==> src/rtl/quad_encoder_mc.sv <==
`default_nettype none
// ============================================================================
//  Module      : quad_encoder_mc
//  Description : Multi-channel A/B/Z incremental encoder decoder. Each pin is
//                synchronised and glitch-filtered. Each channel decodes x4
//                quadrature into a signed position, captures the position on
//                index rising edges (optionally zeroing it) and keeps a
//                sticky flag for illegal (double-bit) transitions.
//  Ports       : I_CLK_100MHZ  clock, rising edge
//                I_RST         asynchronous active-high reset
//                I_ENC_A/B/Z   raw encoder pins, bit i = channel i
//                I_Z_CLR_EN    index rising edge zeroes the position
//                I_DIR_INV     swap count direction
//                I_CNT_CLR     level-sensitive clear of pos/z_pos/err
//                O_POS         position, channel i at [i*CNT_W +: CNT_W]
//                O_Z_POS       position captured at the last index edge
//                O_Z_VLD       1-cycle pulse when O_Z_POS updates
//                O_STEP        1-cycle pulse per accepted count
//                O_DIR         direction of the last count, 1 = up
//                O_ERR         sticky illegal-transition flag
//  Revision    : 1.0 - initial release
// ============================================================================
module quad_encoder_mc #(
    parameter int N_CH        = 2,
    parameter int CNT_W       = 32,
    parameter int SYNC_STAGES = 2,
    parameter int FILT_LEN    = 8
) (
    input  logic                    I_CLK_100MHZ,
    input  logic                    I_RST,
    input  logic [N_CH-1:0]         I_ENC_A,
    input  logic [N_CH-1:0]         I_ENC_B,
    input  logic [N_CH-1:0]         I_ENC_Z,
    input  logic [N_CH-1:0]         I_Z_CLR_EN,
    input  logic [N_CH-1:0]         I_DIR_INV,
    input  logic [N_CH-1:0]         I_CNT_CLR,
    output logic [N_CH*CNT_W-1:0]   O_POS,
    output logic [N_CH*CNT_W-1:0]   O_Z_POS,
    output logic [N_CH-1:0]         O_Z_VLD,
    output logic [N_CH-1:0]         O_STEP,
    output logic [N_CH-1:0]         O_DIR,
    output logic [N_CH-1:0]         O_ERR
);

    localparam int                c_N_PIN       = 3 * N_CH;
    localparam int                c_FW          = (FILT_LEN > 1) ? $clog2(FILT_LEN) : 1;
    localparam logic [c_FW-1:0]   c_FILT_MAX    = c_FW'(FILT_LEN - 1);
    localparam int                c_SW          = $clog2(SYNC_STAGES + 1);
    localparam logic [c_SW-1:0]   c_SETTLE_DONE = c_SW'(SYNC_STAGES);
    localparam logic [CNT_W-1:0]  c_ONE         = {{(CNT_W-1){1'b0}}, 1'b1};

    // Pin p: A of ch at p = ch, B at N_CH + ch, Z at 2*N_CH + ch.
    logic [c_N_PIN-1:0] w_raw;
    logic [c_N_PIN-1:0] w_filt;
    logic [c_N_PIN-1:0] w_idle;

    assign w_raw = {I_ENC_Z, I_ENC_B, I_ENC_A};

    // Right after reset the sync chains still hold their reset zeros, which
    // look like genuine idle pins. Arming is held off until the chains carry
    // sampled pin levels, otherwise pins parked at 1 would later appear as a
    // double-bit transition.
    logic [c_SW-1:0] r_settle;
    logic            w_settled;

    assign w_settled = (r_settle == c_SETTLE_DONE);

    always_ff @(posedge I_CLK_100MHZ or posedge I_RST) begin
        if (I_RST) begin
            r_settle <= '0;
        end else if (!w_settled) begin
            r_settle <= r_settle + 1'b1;
        end
    end

    // ------------------------------------------------------------------
    // Per-pin synchroniser and persistence filter
    // ------------------------------------------------------------------
    for (genvar p = 0; p < c_N_PIN; p++) begin : g_pin
        logic [SYNC_STAGES-1:0] r_sync;
        logic [c_FW-1:0]        r_cnt;
        logic                   r_filt;
        logic                   w_differ;

        assign w_differ = r_sync[SYNC_STAGES-1] ^ r_filt;

        always_ff @(posedge I_CLK_100MHZ or posedge I_RST) begin
            if (I_RST) begin
                r_sync <= '0;
                r_cnt  <= '0;
                r_filt <= 1'b0;
            end else begin
                r_sync <= {r_sync[SYNC_STAGES-2:0], w_raw[p]};
                if (!w_differ) begin
                    r_cnt <= '0;
                end else if (r_cnt == c_FILT_MAX) begin
                    r_filt <= ~r_filt;
                    r_cnt  <= '0;
                end else begin
                    r_cnt <= r_cnt + 1'b1;
                end
            end
        end

        assign w_filt[p] = r_filt;
        // Idle means nothing in flight: counter at rest and level agrees.
        assign w_idle[p] = (r_cnt == '0) && !w_differ;
    end

    // ------------------------------------------------------------------
    // Per-channel decoder, counter and index capture
    // ------------------------------------------------------------------
    for (genvar ch = 0; ch < N_CH; ch++) begin : g_ch
        logic [1:0]       r_prev_ab;
        logic             r_prev_z;
        logic             r_armed;
        logic [CNT_W-1:0] r_pos;
        logic [CNT_W-1:0] r_z_pos;
        logic             r_z_vld;
        logic             r_step;
        logic             r_dir;
        logic             r_err;

        logic [1:0]       w_cur_ab;
        logic             w_cur_z;
        logic             w_arm_ok;
        logic [1:0]       w_ph_prev;
        logic [1:0]       w_ph_cur;
        logic [1:0]       w_ph_diff;
        logic             w_step;
        logic             w_bad;
        logic             w_up;
        logic             w_z_rise;
        logic             w_z_clear;
        logic [CNT_W-1:0] w_pos_step;
        logic [CNT_W-1:0] w_pos_d;
        logic [CNT_W-1:0] w_z_pos_d;
        logic             w_dir_d;
        logic             w_err_d;

        assign w_cur_ab = {w_filt[ch], w_filt[N_CH + ch]};
        assign w_cur_z  = w_filt[2*N_CH + ch];
        assign w_arm_ok = w_settled && w_idle[ch] && w_idle[N_CH + ch] &&
                          w_idle[2*N_CH + ch];

        // {A,B} mapped to a 2-bit phase counting 0,1,2,3 along the up
        // sequence 00->10->11->01: phase = {B, A^B}. The phase difference
        // is 1 for up, 3 for down and 2 for an illegal double change.
        assign w_ph_prev  = {r_prev_ab[0], ^r_prev_ab};
        assign w_ph_cur   = {w_cur_ab[0], ^w_cur_ab};
        assign w_ph_diff  = w_ph_cur - w_ph_prev;
        assign w_step     = r_armed && w_ph_diff[0];
        assign w_bad      = r_armed && (w_ph_diff == 2'd2);
        assign w_up       = (w_ph_diff == 2'd1) ^ I_DIR_INV[ch];
        assign w_z_rise   = r_armed && !r_prev_z && w_cur_z;
        assign w_z_clear  = w_z_rise && I_Z_CLR_EN[ch];

        assign w_pos_step = !w_step ? r_pos :
                            (w_up ? r_pos + c_ONE : r_pos - c_ONE);

        // Clear beats index-zeroing, which beats the step itself.
        assign w_pos_d    = (I_CNT_CLR[ch] || w_z_clear) ? '0 : w_pos_step;
        assign w_z_pos_d  = I_CNT_CLR[ch] ? '0 :
                            (w_z_rise ? w_pos_step : r_z_pos);
        assign w_dir_d    = w_step ? w_up : r_dir;
        assign w_err_d    = I_CNT_CLR[ch] ? 1'b0 : (r_err | w_bad);

        always_ff @(posedge I_CLK_100MHZ or posedge I_RST) begin
            if (I_RST) begin
                r_prev_ab <= 2'b00;
                r_prev_z  <= 1'b0;
                r_armed   <= 1'b0;
                r_pos     <= '0;
                r_z_pos   <= '0;
                r_z_vld   <= 1'b0;
                r_step    <= 1'b0;
                r_dir     <= 1'b0;
                r_err     <= 1'b0;
            end else begin
                // Tracking the filtered levels every cycle also performs the
                // load on the arming cycle; events are gated by r_armed.
                r_prev_ab <= w_cur_ab;
                r_prev_z  <= w_cur_z;
                if (w_arm_ok) begin
                    r_armed <= 1'b1;
                end
                r_pos     <= w_pos_d;
                r_z_pos   <= w_z_pos_d;
                r_z_vld   <= w_z_rise;
                r_step    <= w_step;
                r_dir     <= w_dir_d;
                r_err     <= w_err_d;
            end
        end

        assign O_POS[ch*CNT_W +: CNT_W]   = r_pos;
        assign O_Z_POS[ch*CNT_W +: CNT_W] = r_z_pos;
        assign O_Z_VLD[ch]                = r_z_vld;
        assign O_STEP[ch]                 = r_step;
        assign O_DIR[ch]                  = r_dir;
        assign O_ERR[ch]                  = r_err;
    end

endmodule
`default_nettype wire

==> config.mk <==
export PLATFORM = sky130hd
export DESIGN_NAME = quad_encoder_mc
export DESIGN_NICKNAME = d
export VERILOG_FILES = /design/src/rtl/quad_encoder_mc.sv
export SDC_FILE = /design/constraint.sdc
export NUM_CORES = 1
export LEC_CHECK = 0
export ABC_CLOCK_PERIOD_IN_PS = 8450
export CAP_MARGIN = 30
export CORE_MARGIN = 2
export CORE_UTILIZATION = 46
export DETAILED_ROUTE_END_ITERATION = 10
export GPL_ROUTABILITY_DRIVEN = 0
export PLACE_DENSITY_LB_ADDON = 0.05
export RECOVER_POWER = 100
export SLEW_MARGIN = 20
export SYNTH_ARGS = -nofsm -noshare
export SYNTH_HDL_FRONTEND = slang
export SYNTH_SLANG_ARGS = --single-unit
export TNS_END_PERCENT = 10
==> constraint.sdc <==
create_clock -name I_CLK_100MHZ -period 8.45 [get_ports I_CLK_100MHZ]
set_input_delay 1.69 -clock I_CLK_100MHZ [delete_from_list [all_inputs] [get_ports I_CLK_100MHZ]]
set_output_delay 1.69 -clock I_CLK_100MHZ [all_outputs]
set_load 0.01 [all_outputs]
==> results of run 1 <==
[critical path: stages]
cell and delay [ps]:
dlygate4sd3_1 600, or3_1 550, nand2_1 170, clkbuf_1 1160, inv_1 170, clkbuf_1 650, nor4_1 800, o21ai_0 350
mux2i_1 190, nand2_1 150, xor2_1 200, a211oi_1 100
[per-layer routing]
metal	share of wire [%]	vias to the layer above	routed length, um	track usage [%]
met5	0	-	0	0
met3	5.2	45	1510	3.80
met1	41	4338	11900	31.5
met4	1.4	0	410	5.95
li1	-	4226	-	-
met2	52	346	15000	45.2
[cell families (layout without fill, tap and decap cells)]
kind of cell / count (synthesis) / count (layout) / synth area share (%)
AND/OR/NAND/NOR: 498 / 498 / 23.9
AO/OA/AOI/OAI: 208 / 208 / 14.1
flip-flops: 182 / 182 / 44.5
buffers and inverters: 125 / 220 / 5.13
XOR/XNOR: 82 / 82 / 7.32
adder cells (fa/ha/maj): 25 / 25 / 3.06
multiplexers: 19 / 19 / 1.95
[sequential cells by signal (all words and copies together), names as in the netlist]
name            flops
g_ch.r_prev_z       2
g_ch.r_prev_ab      4
g_pin.r_cnt        18
g_ch.r_armed        2
g_ch.w_cur_z        2
g_ch.r_err          2
g_ch.r_step         2
g_pin.r_sync       12
g_ch.r_pos         64
g_pin.r_filt        4
g_ch.r_dir          2
g_ch.r_z_pos       64
r_settle            2
g_ch.r_z_vld        2
[final cells by class]
type / instances / share of cell area (%)
clock buffers: 18 / 3.57
clock inverters: 14 / 1.35
inverters: 24 / 0.742
multi-input cells: 832 / 41.6
flip-flops and latches: 182 / 37.0
well taps: 280 / 2.85
repair buffers: 164 / 12.8
[layout by cell type, fill, tap and decap left out, types with 6 or more instances in the layout]
master and instances:
mux2i_1 12, and3_1 10, and2_1 9, or3_1 14, and4_1 6, nor3_1 36
a21oi_1 39, or4_1 13, o21ai_0 32, nand2b_1 6, nand3_1 35, ha_1 25
dlygate4sd3_1 146, xor2_1 26, nand4_1 30, mux2_2 7, nor2_1 200, inv_1 21
nand2_1 71, a211oi_1 60, nor4_1 32, clkbuf_16 17, clkbuf_1 11, nor2b_1 7
a31oi_1 13, a21o_1 7, o21a_1 6, xnor2_1 54, dfrtp_1 182
[synth_stat cells, types with 13 or more instances]
cell type,instances,share of area [%]
nor4_1,32,2.0
dfrtp_1,182,45
inv_1,24,0.88
o21ai_0,29,1.4
or3_1,14,0.86
nor2_1,200,7.3
a21oi_1,37,1.8
clkbuf_1,70,2.6
a31oi_1,13,0.80
ha_1,25,3.1
a211oi_1,60,4.4
nand2_1,70,2.6
xor2_1,26,2.2
nand4_1,30,1.8
xnor2_1,54,4.6
nor3_1,36,1.8
buf_2,14,0.69
and2_1,14,0.86
nand3_1,35,1.7
[where the power goes]
part | leakage (nW) | switching [mW] | internal (mW)
combinational | 2.78 | 2.30 | 1.47
clock | 0.281 | 0.371 | 0.453
sequential | 2.46 | 0.354 | 1.11
[path summary, 6_finish.rpt]
check | start | to | slack (ps) | cells past startpoint
setup / recovery | I_DIR_INV[1] | g_ch[1].r_z_pos[22] | 1860 | 12
max in group asynchronous | I_RST | g_ch[0].r_z_pos[9] | 2800 | 4
setup reg to reg | g_pin[3].r_filt | g_ch[1].r_z_pos[22] | 2590 | 14
min in group asynchronous | I_RST | g_pin[0].r_cnt[0] | 3200 | 2
hold / removal | g_pin[2].r_sync[0] | g_pin[2].r_sync[1] | 350 | 0
hold reg to reg | g_pin[2].r_sync[0] | g_pin[2].r_sync[1] | 350 | 0
[per-stage QoR]
| step | power, mW | instances | setup WS, ps | instance area, um^2 | hold slack, ps |
|---|---|---|---|---|---|
| 2_1_floorplan | 4.17 | 1139 | 1820 | 10200 | 331 |
| 3_3_place_gp | 5.28 | 1479 | 2430 | 11700 | 332 |
| 3_5_place_dp | 5.29 | 1481 | 2360 | 11800 | 336 |
| 4_1_cts | 6.14 | 1513 | 2820 | 12400 | 353 |
| 5_1_grt | 6.54 | 1514 | 1410 | 12300 | 357 |
| 6_report | 6.06 | 1514 | 1860 | 12300 | 351 |
==> run summary, run 1 <==
Core Area - 21800 um^2
Skew final - 14.1 ps
CTS Root Cell - clkbuf_16
Worst endpoint required time - 8650 ps
Avg Vias per Cell - 5.91
#FFs+latches synth - 182
Multi-input logic area - 5120 um^2
H-tree Lvls - 4
Final period util - 78.0%
Post-synth EDFFs - 0
Setup violators final - 0
Largest fanout on the critical path - 37
Syn Inst Count - 1139
Rows - 54
Pwr dens - 492 nW/um^2
Worst-path clk slew - 70 ps
Area Overhead vs Synth - 20.3%
Final Core Density - 56.4%
CTS tree - built
Type of destination of the critical path - flip-flop
Share of cells above drive strength 1 - 4.94%
RSZ-0062 raised after global routing - no
Post CTS Setup Buffer Count - 0
Starting density of the core - 46.8%
Total wire length - 28900 um
Mapped Nets - 1178
Slew headroom - -222%
Antenna fix cells - 0
CTS resizes - 0
Synth unique cells - 67
Max Fclk - 152 MHz
TritonCTS buffer count - 17
Sink Count - 182
Final hold violation count - 0
Die area - 23400 um^2
Worst-Margin Slew - 4800 ps
Leak Pwr - 5.53 nW
Fill count - 2027
Chip Width - 153 um
Outcome - finished, violations left
DP HPWL - 20100 um
Vias in the first global route - 8759
CTS Hold Bufs - 0
Setup_tns - 0 ps
First-pass GRT wire length - 47400 um
Worst Setup Start Kind - input pin
Final net count - 1260
Largest net degree at the start of global routing - 111
Number of I/O port buffers - 149
Yosys synthesis warning count - 0
First-pass DRT Iterations - 6
Critical path data arrival time - 6790 ps
Worst IR Drop VDD - 0.249 mV
WL per Instance - 19.1 um
Synth Area per Inst - 8.98 um^2
Antenna violations before repair - 0
Worst skew pair latency - 440 ps
I/O pin count - 150
Main synth FF type - dfrtp_1
Initial drt markers - 694
Failing checks - capacitance limit, slew limit
CTS max path bufs - 2
Die H - 153 um
Vias - 8955
Worst Hold Class - flip-flop to flip-flop
Tmin final - 6590 ps
Setup CP Type - input pin to flip-flop
Post-Synthesis Cell Area - 10200 um^2
Register area - 4550 um^2
Detail Route Antenna Nets - 0
DRC Markers - 0
Synth async-reset ratio - 100%
Fin. max-slew vios - 338
Sequential area share after synthesis - 44.5%
Total GRT Usage - 25.0%
MaxCap Viol Count - 6
GR Overflow Total - 0
No activity file was read; power rests on OpenSTA's default activity.
==> run 2, diff against run 1 <==
--- a/config.mk
+++ b/config.mk
@@ -5,7 +5,7 @@
 export SDC_FILE = /design/constraint.sdc
 export NUM_CORES = 1
 export LEC_CHECK = 0
-export ABC_CLOCK_PERIOD_IN_PS = 8450
+export ABC_CLOCK_PERIOD_IN_PS = 6900
 export CAP_MARGIN = 30
 export CORE_MARGIN = 2
 export CORE_UTILIZATION = 46
==> constraint.sdc (replaced) <==
create_clock -name I_CLK_100MHZ -period 6.9 [get_ports I_CLK_100MHZ]
set_input_delay 1.38 -clock I_CLK_100MHZ [delete_from_list [all_inputs] [get_ports I_CLK_100MHZ]]
set_output_delay 1.38 -clock I_CLK_100MHZ [all_outputs]
set_load 0.01 [all_outputs]
==> run 2 against run 1 <==
Net effect: the run still ends with capacitance limit, slew limit left; highest routed layer unchanged; count of clock-buffer cells in the layout did not move; core utilization barely moved; critical path type unchanged; via count rose by 0.44%; sequential power rose by 22%.
==> run summary, run 2 (synthesized netlist as in run 1, its figures left out) <==
Outcome - finished, violations left (unchanged)
Failing checks - capacitance limit, slew limit (unchanged)
H-tree Lvls - 4 (unchanged)
Initial drt markers - 645 (was 694)
Avg Vias per Cell - 5.93 (was 5.91)
I/O pin count - 150 (unchanged)
Rows - 54 (unchanged)
Leak Pwr - 5.54 nW (was 5.53 nW)
Worst path slowest cell - dlygate4sd3_1 (was clkbuf_1)
TritonCTS buffer count - 17 (unchanged)
Vias in the first global route - 8666 (was 8759)
CP Cell Sequence - dlygate4sd3_1 -> or3_1 -> nand2_1 -> xnor2_1 -> ha_1 -> or4_1 -> or4_1 -> a21oi_1 -> nand2_1 -> or4b_4 -> a21oi_1 -> xnor2_1 -> a211oi_1 (was dlygate4sd3_1 -> or3_1 -> nand2_1 -> clkbuf_1 -> inv_1 -> clkbuf_1 -> nor4_1 -> o21ai_0 -> mux2i_1 -> nand2_1 -> xor2_1 -> a211oi_1)
Vias - 8994 (was 8955)
GR Overflow Total - 0 (unchanged)
Die area - 23400 um^2 (unchanged)
Commonest non-fill, non-tap cell in the layout - nor2_1 (unchanged)
Worst IR Drop VDD - 0.262 mV (was 0.249 mV)
Top Registers - g_ch.r_pos: 64 flops, g_ch.r_z_pos: 64 flops, g_pin.r_cnt: 18 flops (unchanged)
Worst Hold Class - flip-flop to flip-flop (unchanged)
CTS tree - built (unchanged)
MaxCap Viol Count - 6 (unchanged)
Detail Route Antenna Nets - 0 (unchanged)
First-pass DRT Iterations - 6 (unchanged)
DRC Markers - 0 (unchanged)
Antenna fix cells - 0 (unchanged)
Pwr dens - 600 nW/um^2 (was 492 nW/um^2)
CP bufs+invs - 1 (was 4)
Hold WS - 349 ps (was 351 ps)
Final Cell Area - 12300 um^2 (about the same)
Skew final - 14.4 ps (was 14.1 ps)
Critical path data arrival time - 5520 ps (was 6790 ps)
Worst Setup Start Kind - input pin (unchanged)
Fill count - 2055 (was 2027)
Core Area - 21800 um^2 (unchanged)
WL per Instance - 18.9 um (was 19.1 um)
CTS max path bufs - 2 (unchanged)
CTS resizes - 0 (unchanged)
Slew headroom - -62.6% (was -222%)
Tmin final - 5300 ps
CTS Root Cell - clkbuf_16 (unchanged)
Final period util - 76.8%
Total GRT Usage - 24.9% (was 25.0%)
CTS Hold Bufs - 0 (unchanged)
Starting density of the core - 46.8% (unchanged)
Chip Width - 153 um (unchanged)
Antenna violations before repair - 0 (unchanged)
Final hold violation count - 0 (unchanged)
Area Overhead vs Synth - 20.2% (was 20.3%)
Setup_tns - 0 ps (unchanged)
Total power - 7.37 mW (was 6.06 mW)
Largest net degree at the start of global routing - 129 (was 111)
Setup violators final - 0 (unchanged)
Worst-Margin Slew - 2440 ps (was 4800 ps)
Fin. max-slew vios - 293 (was 338)
Kind of cell adding the most delay to the critical path - simple AND/OR/NAND/NOR gates (was buffers and inverters)
Sink Count - 182 (unchanged)
First-pass GRT wire length - 47100 um (was 47400 um)
RSZ-0062 raised after global routing - no (unchanged)
Die H - 153 um (unchanged)
Max Fclk - 189 MHz
DP HPWL - 20400 um (was 20100 um)
Total wire length - 28700 um (was 28900 um)
Worst endpoint required time - 7120 ps (was 8650 ps)
Largest fanout on the critical path - 10 (was 37)
Post-DP Area - 11800 um^2 (about the same)
Number of I/O port buffers - 149 (unchanged)
Worst-path clk slew - 70 ps (about the same)
Type of destination of the critical path - flip-flop (unchanged)
Share of cells above drive strength 1 - 5.10% (was 4.94%)
CP max stage delay - 590 ps (was 1160 ps)
Worst skew pair latency - 440 ps (about the same)
Final net count - 1262 (was 1260)
Setup CP Type - input pin to flip-flop (unchanged)
Post CTS Setup Buffer Count - 0 (unchanged)
Commonest cells after routing, fill and taps aside - 200 x nor2_1, 182 x dfrtp_1, 146 x dlygate4sd3_1 (unchanged)
-- run 2: final cells by class --
cell class / instances / area [um^2] / area share, %
Sequential cell: 182 / 4550 / 37.0
Multi-Input combinational cell: 832 / 5120 / 41.6
Clock inverter: 14 / 139 / 1.13
Inverter: 24 / 91.3 / 0.743
Clock buffer: 18 / 439 / 3.57
Tap cell: 280 / 350 / 2.85
Timing Repair Buffer: 166 / 1600 / 13.0
-- run 2: power by group --
part	total, mW	leakage, nW	internal (mW)	switching (mW)
Clock	0.951	0.279	0.489	0.462
Sequential	1.79	2.46	1.36	0.430
Combinational	4.63	2.80	1.82	2.81
Total	7.37	5.54	3.67	3.70
-- run 2: worst register-to-register path, stage by stage (launching register included) --
cell	delay, ps
dfrtp_1	470
xnor2_1	200
ha_1	170
xor3_1	320
o21ai_2	370
nand2_1	150
buf_4	280
inv_1	390
clkbuf_1	720
a21oi_1	230
or4_1	560
a221oi_1	500
xnor2_1	210
a211oi_1	100
-- run 2: final timing paths --
check	start	end	slack [ps]	depth (start not counted)
worst max-delay path	I_DIR_INV[0]	g_ch[0].r_z_pos[14]	1600	13
worst min-delay path	g_pin[3].r_sync[0]	g_pin[3].r_sync[1]	350	0
worst max register to register	g_pin[3].r_filt	g_ch[1].r_z_pos[31]	1990	13
worst min register to register	g_pin[3].r_sync[0]	g_pin[3].r_sync[1]	350	0
max in group asynchronous	I_RST	g_ch[0].r_z_pos[12]	2280	3
min in group asynchronous	I_RST	g_pin[5].r_sync[0]	1940	2
-- run 2: routing by layer --
metal | global-route usage (%) | routed length, um | vias to the layer above
li1 | - | - | 4235
met1 | 31.5 | 11800 | 4365
met2 | 43.6 | 14800 | 337
met3 | 4.08 | 1480 | 57
met4 | 7.94 | 673 | 0
met5 | 0 | 0 | -
-- run 2: stage by stage --
| step | utilization, % | std cells | setup WS, ps |
|---|---|---|---|
| 5_1_grt | 56.3 | 1516 | 1370 |
| 2_1_floorplan | - | 1139 | 576 |
| 4_1_cts | 56.6 | 1515 | 2010 |
| 3_3_place_gp | 53.8 | 1480 | 1630 |
| 6_report | 56.3 | 1516 | 1600 |
| 3_5_place_dp | 54.0 | 1483 | 1570 |
==> run 3, diff against run 2 <==
--- a/config.mk
+++ b/config.mk
@@ -5,7 +5,7 @@
 export SDC_FILE = /design/constraint.sdc
 export NUM_CORES = 1
 export LEC_CHECK = 0
-export ABC_CLOCK_PERIOD_IN_PS = 6900
+export ABC_CLOCK_PERIOD_IN_PS = 4700
 export CAP_MARGIN = 30
 export CORE_MARGIN = 2
 export CORE_UTILIZATION = 46
==> constraint.sdc (replaced) <==
create_clock -name I_CLK_100MHZ -period 4.7 [get_ports I_CLK_100MHZ]
set_input_delay 0.94 -clock I_CLK_100MHZ [delete_from_list [all_inputs] [get_ports I_CLK_100MHZ]]
set_output_delay 0.94 -clock I_CLK_100MHZ [all_outputs]
set_load 0.01 [all_outputs]
==> run 3 against run 2 <==
Net effect: the run still ends with capacitance limit, slew limit left; critical path depth increased by 1; non-clock buffer count increased by 10; sequential power increased by 47%; combinational power increased by 48%; first-iteration DRC count decreased by 5.9%; total power increased by 48%; via count decreased by 0.93%; clock skew decreased by 2.2 ps.
==> run summary, run 3 (synthesized netlist as in run 1, its figures left out) <==
Outcome - finished, violations left (unchanged)
Failing checks - capacitance limit, slew limit (unchanged)
Largest fanout on the critical path - 5 (was 10)
Comb pwr share - 62.7% (was 62.8%)
Post-placement worst setup slack - 114 ps (was 1570 ps)
Worst path slowest cell - or4_1 (was dlygate4sd3_1)
Type of destination of the critical path - flip-flop (unchanged)
Worst-path clk slew - 80 ps (was 70 ps)
First-pass GRT wire length - 46900 um (was 47100 um)
Post-DP Area - 11900 um^2 (was 11800 um^2)
Critical path data arrival time - 4670 ps (was 5520 ps)
Leak Pwr - 5.59 nW (was 5.54 nW)
Post CTS Setup Buffer Count - 0 (unchanged)
Number of I/O port buffers - 149 (unchanged)
Hold Path Origin - g_pin[1].r_sync[0] (was g_pin[3].r_sync[0])
Worst Hold Class - flip-flop to flip-flop (unchanged)
CP max stage delay - 540 ps (was 590 ps)
Sink Count - 182 (unchanged)
Total GRT Usage - 24.8% (was 24.9%)
Hold WS - 351 ps (was 349 ps)
GR Overflow Total - 0 (unchanged)
Initial drt markers - 607 (was 645)
Share of cells above drive strength 1 - 5.54% (was 5.10%)
First-pass DRT Iterations - 7 (was 6)
Worst skew pair latency - 440 ps (about the same)
MaxCap Viol Count - 5 (was 6)
Worst Setup Start Kind - flip-flop (was input pin)
Skew final - 12.3 ps (was 14.4 ps)
FF-to-FF setup slack - 350 ps (was 1990 ps)
Worst endpoint required time - 5020 ps (was 7120 ps)
DP HPWL - 20000 um (was 20400 um)
Final WS setup - 354 ps (was 1600 ps)
Max Fclk - 230 MHz
CTS resizes - 0 (unchanged)
Core Area - 21800 um^2 (unchanged)
Largest net degree at the start of global routing - 143 (was 129)
CTS max path bufs - 2 (unchanged)
Worst reg2reg path startpoint - g_pin[0].r_filt (was g_pin[3].r_filt)
WL per Instance - 18.6 um (was 18.9 um)
Net Sw Power - 5.42 mW (was 3.70 mW)
Worst path depth - 14 (was 13)
DRC Markers - 0 (unchanged)
End of the worst register-to-register path - g_ch[0].r_z_pos[30] (was g_ch[1].r_z_pos[31])
I/O pin count - 150 (unchanged)
Die area - 23400 um^2 (unchanged)
Sw Ratio - 49.7% (was 50.2%)
Final net count - 1272 (was 1262)
Total wire length - 28400 um (was 28700 um)
Rows - 54 (unchanged)
TritonCTS buffer count - 17 (unchanged)
Fin. max-slew vios - 310 (was 293)
Final period util - 92.5%
Final Core Density - 56.7% (was 56.3%)
CP Cell Sequence - xnor2_1 -> ha_1 -> xor3_1 -> or3_1 -> nand2_2 -> xnor2_1 -> ha_1 -> or4_1 -> or4_1 -> or4_1 -> a221oi_1 -> o21ai_1 -> xor2_1 -> a211oi_1 (was dlygate4sd3_1 -> or3_1 -> nand2_1 -> xnor2_1 -> ha_1 -> or4_1 -> or4_1 -> a21oi_1 -> nand2_1 -> or4b_4 -> a21oi_1 -> xnor2_1 -> a211oi_1)
Area Overhead vs Synth - 20.9% (was 20.2%)
Starting density of the core - 46.8% (unchanged)
Most numerous cell on the critical path - or4_1
R2R cell count - 14 (was 13)
Hold Path End - g_pin[1].r_sync[1] (was g_pin[3].r_sync[1])
WHS Path Cells - 0 (unchanged)
CTS Root Cell - clkbuf_16 (unchanged)
Setup violators final - 0 (unchanged)
Clock network power share - 13.2% (was 12.9%)
Worst-Margin Slew - 2400 ps (was 2440 ps)
Avg Vias per Cell - 5.84 (was 5.93)
H-tree Lvls - 4 (unchanged)
Commonest non-fill, non-tap cell in the layout - nor2_1 (unchanged)
Vias - 8910 (was 8994)
RSZ-0062 raised after global routing - no (unchanged)
Detail Route Antenna Nets - 0 (unchanged)
Vias in the first global route - 8712 (was 8666)
Pwr dens - 882 nW/um^2 (was 600 nW/um^2)
Worst IR Drop VDD - 0.463 mV (was 0.262 mV)
Pint - 5.48 mW (was 3.67 mW)
Top Registers - g_ch.r_pos: 64 flops, g_ch.r_z_pos: 64 flops, g_pin.r_cnt: 18 flops (unchanged)
Sequential Power Share - 24.2% (was 24.3%)
Antenna fix cells - 0 (unchanged)
CTS tree - built (unchanged)
Setup CP Type - flip-flop to flip-flop (was input pin to flip-flop)
Final Cell Area - 12400 um^2 (was 12300 um^2)
Kind of cell adding the most delay to the critical path - simple AND/OR/NAND/NOR gates (unchanged)
Slew headroom - -60.2% (was -62.6%)
Final hold violation count - 0 (unchanged)
CTS Hold Bufs - 0 (unchanged)
CP bufs+invs - 0 (was 1)
Die H - 153 um (unchanged)
Antenna violations before repair - 0 (unchanged)
Total power - 10.9 mW (was 7.37 mW)
Tmin final - 4350 ps
Commonest cells after routing, fill and taps aside - 200 x nor2_1, 182 x dfrtp_1, 144 x dlygate4sd3_1 (was 200 x nor2_1, 182 x dfrtp_1, 146 x dlygate4sd3_1)
Chip Width - 153 um (unchanged)
==> run 3: cell types whose count changed in the layout (fill, tap and decap cells not counted), moves of 2 or more <==
| cell | previous run | this run |
|---|---|---|
| and2_0 | 8 | 5 |
| and2_1 | 6 | 9 |
| buf_4 | 5 | 13 |
| clkbuf_1 | 9 | 13 |
| clkdlybuf4s50_1 | 3 | 5 |
| clkinv_4 | 2 | 5 |
| clkinv_8 | 2 | 0 |
| dlygate4sd3_1 | 146 | 144 |
| inv_6 | 4 | 2 |
| inv_8 | 3 | 5 |
| o21ai_0 | 32 | 30 |
| o21ai_1 | 0 | 2 |
==> run 3: layout make-up <==
class                           instances  area, um^2
Sequential cell                       182        4550
Clock inverter                         14         155
Inverter                               24        91.3
Timing Repair Buffer                  176        1670
Clock buffer                           18         429
Multi-Input combinational cell        832        5110
Tap cell                              280         350
Fill cell                            2040        9460
==> run 3: metrics by stage <==
step / cells / TNS [ps]
floorplan: 1139 / -489
global placement: 1493 / 0
finish: 1526 / 0
global route: 1526 / 0
detailed placement: 1494 / 0
CTS: 1526 / 0
==> run 3: worst register-to-register path: cells and delay by family, from the launching register on <==
kind / cells / cell delay [ps]
compound gates: 3 / 660
xor+xnor: 4 / 780
fa+ha+maj: 2 / 370
flops: 1 / 450
simple gates: 5 / 1980
==> run 3: power groups by stage <==
stage               sequential, mW  clock (mW)  combinational (mW)
floorplan                     2.43           0                5.06
global placement              2.67           0                6.96
detailed placement            2.67           0                6.99
CTS                           2.65        1.47                7.04
global route                  2.72        1.53                7.57
finish                        2.64        1.44                6.83
==> run 3: worst max-delay path by stage <==
| stage | start | endpoint |
|---|---|---|
| after floorplan | g_pin[2].r_filt | g_ch[0].r_z_pos[30] |
| after global placement | I_DIR_INV[0] | g_ch[0].r_z_pos[30] |
| after detailed placement | I_DIR_INV[0] | g_ch[0].r_z_pos[30] |
| after CTS | g_pin[0].r_filt | g_ch[0].r_z_pos[30] |
| after global routing | g_pin[0].r_filt | g_ch[0].r_z_pos[27] |
| final | g_pin[0].r_filt | g_ch[0].r_z_pos[30] |
==> run 3: routing by layer <==
| metal | wire, um | track usage (%) |
|---|---|---|
| met1 | 11700 | 31.6 |
| met3 | 1450 | 3.32 |
| met2 | 14500 | 42.8 |
| met4 | 865 | 9.88 |
| met5 | 0 | 0 |
==> RTL change: new RTL, config.mk and constraints of run 1 <==
Set the parameter `SYNC_STAGES` to 4 (it was 2).
--- a/src/rtl/quad_encoder_mc.sv
+++ b/src/rtl/quad_encoder_mc.sv
@@ -24,5 +24,5 @@
     parameter int N_CH        = 2,
     parameter int CNT_W       = 32,
-    parameter int SYNC_STAGES = 2,
+    parameter int SYNC_STAGES = 4,
     parameter int FILT_LEN    = 8
 ) (
Behaviour: same outputs for any inputs over 10 cycles, from zero or initial values and one cycle with I_RST high; that may be too few to reach the edited logic, so the function may still have changed.
==> RTL change against run 1 <==
  * The run still ends with max-capacitance violations, max-slew violations left
  * Power down 4.7%
  * Sequential cell count up 13
  * Synthesized area up 7.6%
  * Largest power group unchanged
  * Via count up 6.5%
  * Wire length up 6.2%
  * Worst setup slack worse by 0.10 ns
  * Cell area up 6.2%
  * Highest routed layer unchanged
  * Die area up 7.4%
==> RTL change: results (changes against run 1) <==
stage,metric,value,unit,change
clocking,cts_root_buf,clkbuf_16,,
status,violations,"max-capacitance violations, max-slew violations",,
critical_path,worstSetupStartpoint,g_pin[3].r_filt,,
drt,wl_per_cell,19.2,um,+0.77%
finish,diodes,0,,unchanged
status,status,"finished, violations left",,
critical_path,cp_max_fo,26,,-30%
yosys,synthesis.nets,1232,,+4.6%
critical_path,path_class,reg -> reg,,
finish,layout.nets,1305,,+3.6%
critical_path,slowest_delay,1.24,ns,+0.08 ns
finish,drive_gt1_frac,0.0454,,-0.00401
pwr,p_leak,5.93,nW,+7.2%
drt,route.vias.total,9538,,+6.5%
min_path,hold_end,g_pin[0].r_sync[1],,
min_path,holdCritStartpoint,g_pin[0].r_sync[0],,
yosys,synth_xor_area_frac,0.0702,,-0.00303
job,cap_viol_max_count,8,,+2
yosys,ys_warn_count,0,,unchanged
pwr,peakVddDrop,0.000179,V,-28%
clocking,clk_path_buf_depth,2,,unchanged
drt,first_iter_violations,779,,+12%
placement,place.detailed.hpwl,20.8,mm,+3.2%
critical_path,reg2reg_from,g_pin[3].r_filt,,
drt,drt_first_pass_iters,5,,-1
critical_path,critPathSlowestCell,o21ai_0,,
global_routing,grt_pass1_wl,49.0,mm,+3.4%
yosys,yosysSeqAreaShare,0.443,,-0.00204
sta,drv_slew,373,,+10%
critical_path,r2r_cells,13,,-1
finish,largestRegisters,"g_ch.r_pos (64), g_ch.r_z_pos (64), g_pin.r_sync (24)",,
yosys,synth_compound_area_frac,0.137,,-0.00458
critical_path,rrSetupSlack,1.75,ns,-0.84 ns
clocking,path_clk_slew,0.08,ns,
critical_path,arrival,7.01,ns,+0.22 ns
yosys,asyncSetResetFlopFracSynth,1.00,,unchanged
global_routing,track_usage,0.249,,-0.000795
min_path,hold_class,reg -> reg,,
sta,relSlewSlack,-2.02,,+0.197
yosys,synthAdderAreaFrac,0.0296,,-0.00103
yosys,synthTopCellsByCount,"dfrtp_1 (195), nor2_1 (170), clkbuf_1 (76)",,
yosys,ys_types,85,,+27%
global_routing,grt_max_degree,122,,+9.9%
clocking,clock_latency,0.44,ns,about the same
critical_path,cp_top_family,compound AO/OA/AOI/OAI gates,,
min_path,hold_depth,0,,unchanged
finish,nFillCells,2120,,+4.6%
critical_path,r2r-end,g_ch[1].r_z_pos[28],,
sta,hold_viol,0,,unchanged
yosys,muxShareOfSynthArea,0.0232,,+0.00374
sta,fin_skew,0.0129,ns,-0.00116 ns
yosys,ys_top_cells_by_area,"dfrtp_1 (44%), nor2_1 (5.8%), xnor2_1 (4.0%)",,
critical_path,cp.buffers_inverters,0,,-4
global_routing,grt_pass1_vias,9033,,+3.1%
RTL change: through the flow:
stage | worst slack, ns | hold slack, ns | cell area, um2 | cells
final | 1.75 | 0.351 | 13100 | 1596
after global routing | 1.42 | 0.359 | 13100 | 1596
after CTS | 3.18 | 0.354 | 13100 | 1595
after detailed placement | 2.75 | 0.336 | 12500 | 1564
after global placement | 2.78 | 0.334 | 12500 | 1564
after floorplan | 1.45 | 0.331 | 11000 | 1192
RTL change: area by class of cell:
class                   instances  area (um2)  area share
clock inverters                14         165      0.0126
flip-flops and latches        195        4880       0.374
repair buffers                161        1570       0.120
clock buffers                  17         425      0.0326
well taps                     319         399      0.0306
inverters                      28         105     0.00805
multi-input cells             862        5510       0.422
RTL change: power breakdown:
part           switching [W]  internal (W)
Sequential          0.000336       0.00116
Clock               0.000401      0.000423
Combinational        0.00213       0.00132
RTL change: layer usage:
metal,track usage,wire (um)
met2,0.331,12400
met4,0.0819,635
met5,0,0
met1,0.389,15200
met3,0.0640,2460
